$ cat src/rtl/noc_arb_pkg.sv
// Shared types and helpers for NoC output-port arbiters.
package noc_arb_pkg;

    localparam int unsigned NUM_REQ_DEF = 4;
    localparam int unsigned MAX_REQ     = 32;
    localparam int unsigned MAX_IDX_W   = 5;

    typedef enum logic [0:0] {
        ARB_IDLE   = 1'b0,
        ARB_LOCKED = 1'b1
    } arb_state_t;

    // Rotate the low n bits of a one-hot vector left by one, wrapping bit n-1 to bit 0.
    function automatic logic [MAX_REQ-1:0] rotl1_onehot(
        input logic [MAX_REQ-1:0] v,
        input int unsigned        n
    );
        logic [MAX_REQ-1:0] r;
        r = '0;
        for (int unsigned i = 0; i < MAX_REQ; i++) begin
            if (i < n) begin
                r[MAX_IDX_W'((i + 1) % n)] = v[MAX_IDX_W'(i)];
            end
        end
        return r;
    endfunction

endpackage

$ cat src/rtl/rr_priority_select.sv
// One-hot round-robin pick: first set req bit at or above the one-hot prio index, wrapping.
module rr_priority_select
    import noc_arb_pkg::*;
#(
    parameter int unsigned N = NUM_REQ_DEF
) (
    input  logic [N-1:0] req,
    input  logic [N-1:0] prio,
    output logic [N-1:0] grant_c
);

    localparam int unsigned IDX_W = (N > 1) ? $clog2(N) : 1;

    logic found;

    always_comb begin
        grant_c = '0;
        found   = 1'b0;
        for (int unsigned s = 0; s < N; s++) begin
            if (prio[IDX_W'(s)]) begin
                for (int unsigned k = 0; k < N; k++) begin
                    if (!found && req[IDX_W'((s + k) % N)]) begin
                        grant_c[IDX_W'((s + k) % N)] = 1'b1;
                        found                        = 1'b1;
                    end
                end
            end
        end
    end

endmodule

$ cat src/rtl/noc_rr_port_arbiter.sv
// Wormhole round-robin arbiter for one router output port; holds the grant head-to-tail
// and reports per-packet flit counts.
module noc_rr_port_arbiter
    import noc_arb_pkg::*;
#(
    parameter int unsigned        NUM_REQ    = NUM_REQ_DEF,
    parameter logic [NUM_REQ-1:0] RESET_PRIO = NUM_REQ'(4'b0100),
    parameter int unsigned        CNT_W      = 8
) (
    input  logic               clk,
    input  logic               reset,
    input  logic [NUM_REQ-1:0] req_i,
    input  logic [NUM_REQ-1:0] tail_i,
    input  logic               out_ready_i,
    output logic [NUM_REQ-1:0] grant_o,
    output logic               grant_valid_o,
    output logic               fire_o,
    output logic [NUM_REQ-1:0] priority_o,
    output logic               pkt_done_o,
    output logic [CNT_W-1:0]   pkt_flits_o
);

    arb_state_t         state_q, state_d;
    logic [NUM_REQ-1:0] grant_q, grant_d;
    logic [NUM_REQ-1:0] prio_q, prio_d;
    logic [CNT_W-1:0]   cnt_q, cnt_d;
    logic               done_q, done_d;
    logic [CNT_W-1:0]   flits_q, flits_d;

    logic [NUM_REQ-1:0] pick_c;
    logic [NUM_REQ-1:0] prio_next_c;
    logic [CNT_W-1:0]   cnt_inc_c;
    logic               fire_c;
    logic               tail_fire_c;

    rr_priority_select #(
        .N (NUM_REQ)
    ) u_pick (
        .req     (req_i),
        .prio    (prio_q),
        .grant_c (pick_c)
    );

    // grant_q is zero while idle, so no transfer can be flagged outside a lock.
    assign fire_c      = (|(grant_q & req_i)) & out_ready_i;
    assign tail_fire_c = fire_c & (|(grant_q & tail_i));
    assign cnt_inc_c   = (cnt_q == {CNT_W{1'b1}}) ? cnt_q : cnt_q + CNT_W'(1);
    assign prio_next_c = NUM_REQ'(rotl1_onehot(MAX_REQ'(grant_q), NUM_REQ));

    always_ff @(posedge clk) begin
        if (reset) begin
            state_q <= ARB_IDLE;
            grant_q <= '0;
            prio_q  <= RESET_PRIO;
            cnt_q   <= '0;
            done_q  <= 1'b0;
            flits_q <= '0;
        end else begin
            state_q <= state_d;
            grant_q <= grant_d;
            prio_q  <= prio_d;
            cnt_q   <= cnt_d;
            done_q  <= done_d;
            flits_q <= flits_d;
        end
    end

    // Next-state and datapath updates; pkt_done is a single-cycle pulse.
    always_comb begin
        state_d = state_q;
        grant_d = grant_q;
        prio_d  = prio_q;
        cnt_d   = cnt_q;
        done_d  = 1'b0;
        flits_d = flits_q;
        case (state_q)
            ARB_IDLE: begin
                if (|req_i) begin
                    grant_d = pick_c;
                    state_d = ARB_LOCKED;
                end
            end
            ARB_LOCKED: begin
                if (tail_fire_c) begin
                    state_d = ARB_IDLE;
                    grant_d = '0;
                    prio_d  = prio_next_c;
                    done_d  = 1'b1;
                    flits_d = cnt_inc_c;
                    cnt_d   = '0;
                end else if (fire_c) begin
                    cnt_d = cnt_inc_c;
                end
            end
            default: begin
                state_d = ARB_IDLE;
                grant_d = '0;
            end
        endcase
    end

    assign grant_o       = grant_q;
    assign grant_valid_o = (state_q == ARB_LOCKED);
    assign fire_o        = fire_c;
    assign priority_o    = prio_q;
    assign pkt_done_o    = done_q;
    assign pkt_flits_o   = flits_q;

endmodule

$ cat config.mk
export PLATFORM = sky130hd
export DESIGN_NAME = noc_rr_port_arbiter
export DESIGN_NICKNAME = d
export VERILOG_FILES = /design/src/rtl/noc_arb_pkg.sv /design/src/rtl/rr_priority_select.sv /design/src/rtl/noc_rr_port_arbiter.sv
export SDC_FILE = /design/constraint.sdc
export NUM_CORES = 1
export LEC_CHECK = 0
export ABC_CLOCK_PERIOD_IN_PS = 2000
export BUFFER_PORTS_ARGS = -buffer_cell sky130_fd_sc_hd__buf_2
export CAP_MARGIN = 30
export CORE_UTILIZATION = 54
export CTS_CLUSTER_DIAMETER = 60
export CTS_CLUSTER_SIZE = 24
export DETAILED_ROUTE_END_ITERATION = 12
export PLACE_DENSITY = 0.89
export SLEW_MARGIN = 15
export SYNTH_ARGS = -nofsm -noshare
export SYNTH_HDL_FRONTEND = slang
export SYNTH_HIERARCHICAL = 1
export SYNTH_SLANG_ARGS = --single-unit
$ cat constraint.sdc
create_clock -name clk -period 2 [get_ports clk]
set_clock_uncertainty 0.1 [all_clocks]
set_input_delay 0.1 -clock clk [delete_from_list [all_inputs] [get_ports clk]]
set_output_delay 0.1 -clock clk [all_outputs]
set_load 0.005 [all_outputs]
==> run summary <==
Number of enable flip-flop cells after synthesis - 0
Largest net degree at the start of global routing - 30
Final-stage net count - 211
Starting Density - 58.72%
Ys async rst share - 0%
DRC Markers - 0
Max_slew headroom - 67.59%
Via count - 1,485
GPL Wtd Cong - 0.8646
Worst Setup Start Kind - register
Hold Path Class - in -> reg
Clock Tree Root - clkbuf_4
Post-Synth Adder-Cell Area - 0.8299%
Layout cells sized above 1 - 24.75%
Post-CTS setup buffers - 0
Synth Area per Inst - 8.566 um^2
Die Wd - 54.84 um
Post-CTS resize count - 0
Largest family of logic cells by synthesized area - compound AO/OA/AOI/OAI gates
Switch share - 22.91%
Grt ovf - 0
Worst EP arrival - 1.85 ns
Post-synthesis xor/xnor area fraction - 0%
Top Ports - 30
Final Critical Period - 1.751 ns
CTS max path bufs - 2
Worst Tran Pin Value - 0.4862 ns
Diode count - 0
Post-synth cell types - 48
Yosys warning total - 6
Power Density - 601.0 nW/um^2
Clock buffer count from CTS - 3
Comb pwr share - 9.2%
DR vias/cell - 6.513
Max Freq - 0.5710 GHz
Initial DRC Count - 39
Reg power frac - 53.9%
Post-Syn Nets - 188
Post-layout instance area - 1638 um^2
Dominant cell type by area after synthesis - dfxtp_1
Wire per inst - 15.14 um
Placed cell area - 1585 um^2
Area contributors post-synth - dfxtp_1 (35%), a21oi_1 (8.0%), buf_6 (6.0%)
First-pass GRT wire length - 5506 um
Reg clk slew, reported paths - 0.13 ns
Cell Area, Synth - 1508 um^2
Die ar. - 3007 um^2
Syn-to-layout area delta - 8.631%
Sequential share of the synthesized area - 34.52%
ANT nets after route - 0
Total core area - 2567 um^2
Clock group share of total power - 36.9%
Final setup viols - 0
All-layer global routing usage - 25.26%
Clk Latency, worst-skew pair - 0.33 ns
Routed wl met2 - 1692 um
Req. time, crit path - 2.10 ns
Vias in the first global route - 1,313
Row count - 18
Crit share post-route - 87.56%
Hold_buf cts - 0
Ys flop type - dfxtp_1
Port bufs - 29
RSZ-0062 raised after global routing - no
Mapped Cells - 176
Compound-cell area share of the yosys netlist - 32.45%
Slew Limit Fails - 0
Yosys top cell area share - 34.52%
Post-route setup TNS - 0 ns
Die Span Y - 54.84 um
Post-DP HPWL - 2420 um
Post-Synth Simple-Gate Area - 23.49%
Initial antenna violation count - 0
Outcome - finished clean
CTS tree - done
Peak supply drop - 514.2 uV
#FFs+latches synth - 26
Max Cap Violations - 0
Pint - 0.7588 mW
Leak pwr - 0.6214 nW
Multiplexer area fraction after synthesis - 0%
Sw Pwr - 0.2255 mW
CP Max Fanout - 8
Top Metal Used - met4
WL final - 3453 um
Critical Path End Type - register
WS Path Type - reg -> reg
H-tree depth - 1
Filler cell count - 227
Router iterations before antenna repair - 4
CTS sink cnt - 26
Wl on met1 - 1455 um
Final Hold Viols - 0
Met3 wire length - 260 um
[per-stage QoR]
stage          total power [mW]  cells  worst slack [ns]  hold WS (ns)  util [%]
3_3_place_gp             0.6283    224            0.3595        0.3590     61.74
6_report                 0.9843    228            0.2488       0.09802     63.79
3_5_place_dp             0.6308    224            0.2685        0.3679     61.74
2_1_floorplan            0.6081    176            0.4467        0.1958         -
5_1_grt                   1.020    228            0.1525       0.09854     63.79
4_1_cts                  0.9856    228            0.2399       0.08586     63.79
[layer usage]
| layer | vias to the layer above | track usage (%) |
|---|---|---|
| met2 | 72 | 43.17 |
| met3 | 6 | 4.444 |
| met1 | 692 | 30.43 |
| met5 | - | 0 |
| met4 | 0 | 11.11 |
| li1 | 715 | - |
[cell usage in the layout, fill, tap and decap left out, drive strengths merged, types with 2 or more instances in the layout]
cell     count
o32ai        2
o21ai       16
o311a        2
o211ai       5
a22oi        4
nand3        7
nor4         2
and2         2
o2111ai      2
nand2b       5
a31oi        2
nand4        8
dfxtp       26
a21boi       4
a21oi       26
nand2       13
buf         32
and4         2
clkbuf       3
nor2b        3
nor3         3
nor2         9
or3          2
a31o         2
a21o         4
nor4b        2
[synth_stat cells (all sizes together), types with 3 or more instances]
library cell  count
a21oi            26
dfxtp            26
o21ai            16
nand2            13
buf              10
nor2              9
nand4             8
nand3             7
nand2b            5
o211ai            5
a21boi            4
a21o              4
a22oi             4
clkbuf            4
nor2b             3
nor3              3
[cell type report]
class / instances / area, um^2 / area share [%]
multi-input combinational: 135 / 855.8 / 52.25
inverter: 1 / 3.754 / 0.2292
clock inverter: 1 / 30.03 / 1.833
timing repair buffer: 32 / 167.7 / 10.24
clock buffer: 3 / 22.52 / 1.375
sequential: 26 / 520.5 / 31.78
tap: 30 / 37.54 / 2.292
[kinds of logic after synthesis]
family	Yosys count
compound gates	74
simple gates	60
flops	26
buf+inv	15
fa+ha+maj	1
[final timing paths]
path / startpoint / to / slack [ns] / depth (start not counted)
min reg2reg: pkt_flits_o[5] / pkt_flits_o[5] / 0.38 / 2
min: req_i[3] / grant_o[3] / 0.1 / 4
max: cnt_q[0] / pkt_flits_o[0] / 0.25 / 5
max reg2reg: cnt_q[0] / pkt_flits_o[0] / 0.25 / 5
[critical path: stages, from the launching register on]
cell	delay, ns
dfxtp_1	0.45
ha_1	0.37
nand4_4	0.18
or3_1	0.35
nand4_1	0.10
a21oi_1	0.08
[power by group through the flow]
stage	combinational, mW	clock, mW	sequential (mW)
floorplan	0.0673	0	0.541
global placement	0.0867	0	0.542
detailed placement	0.0890	0	0.542
CTS	0.0894	0.365	0.531
global route	0.0990	0.389	0.532
finish	0.0903	0.363	0.531
[registers in the layout, summed over array words and instances (netlist names)]
register and count:
pkt_flits_o 8, grant_o 4, pkt_done_o 1, grant_valid_o 1, priority_o 4, cnt_q 8
(Power assumes the default switching activity.)
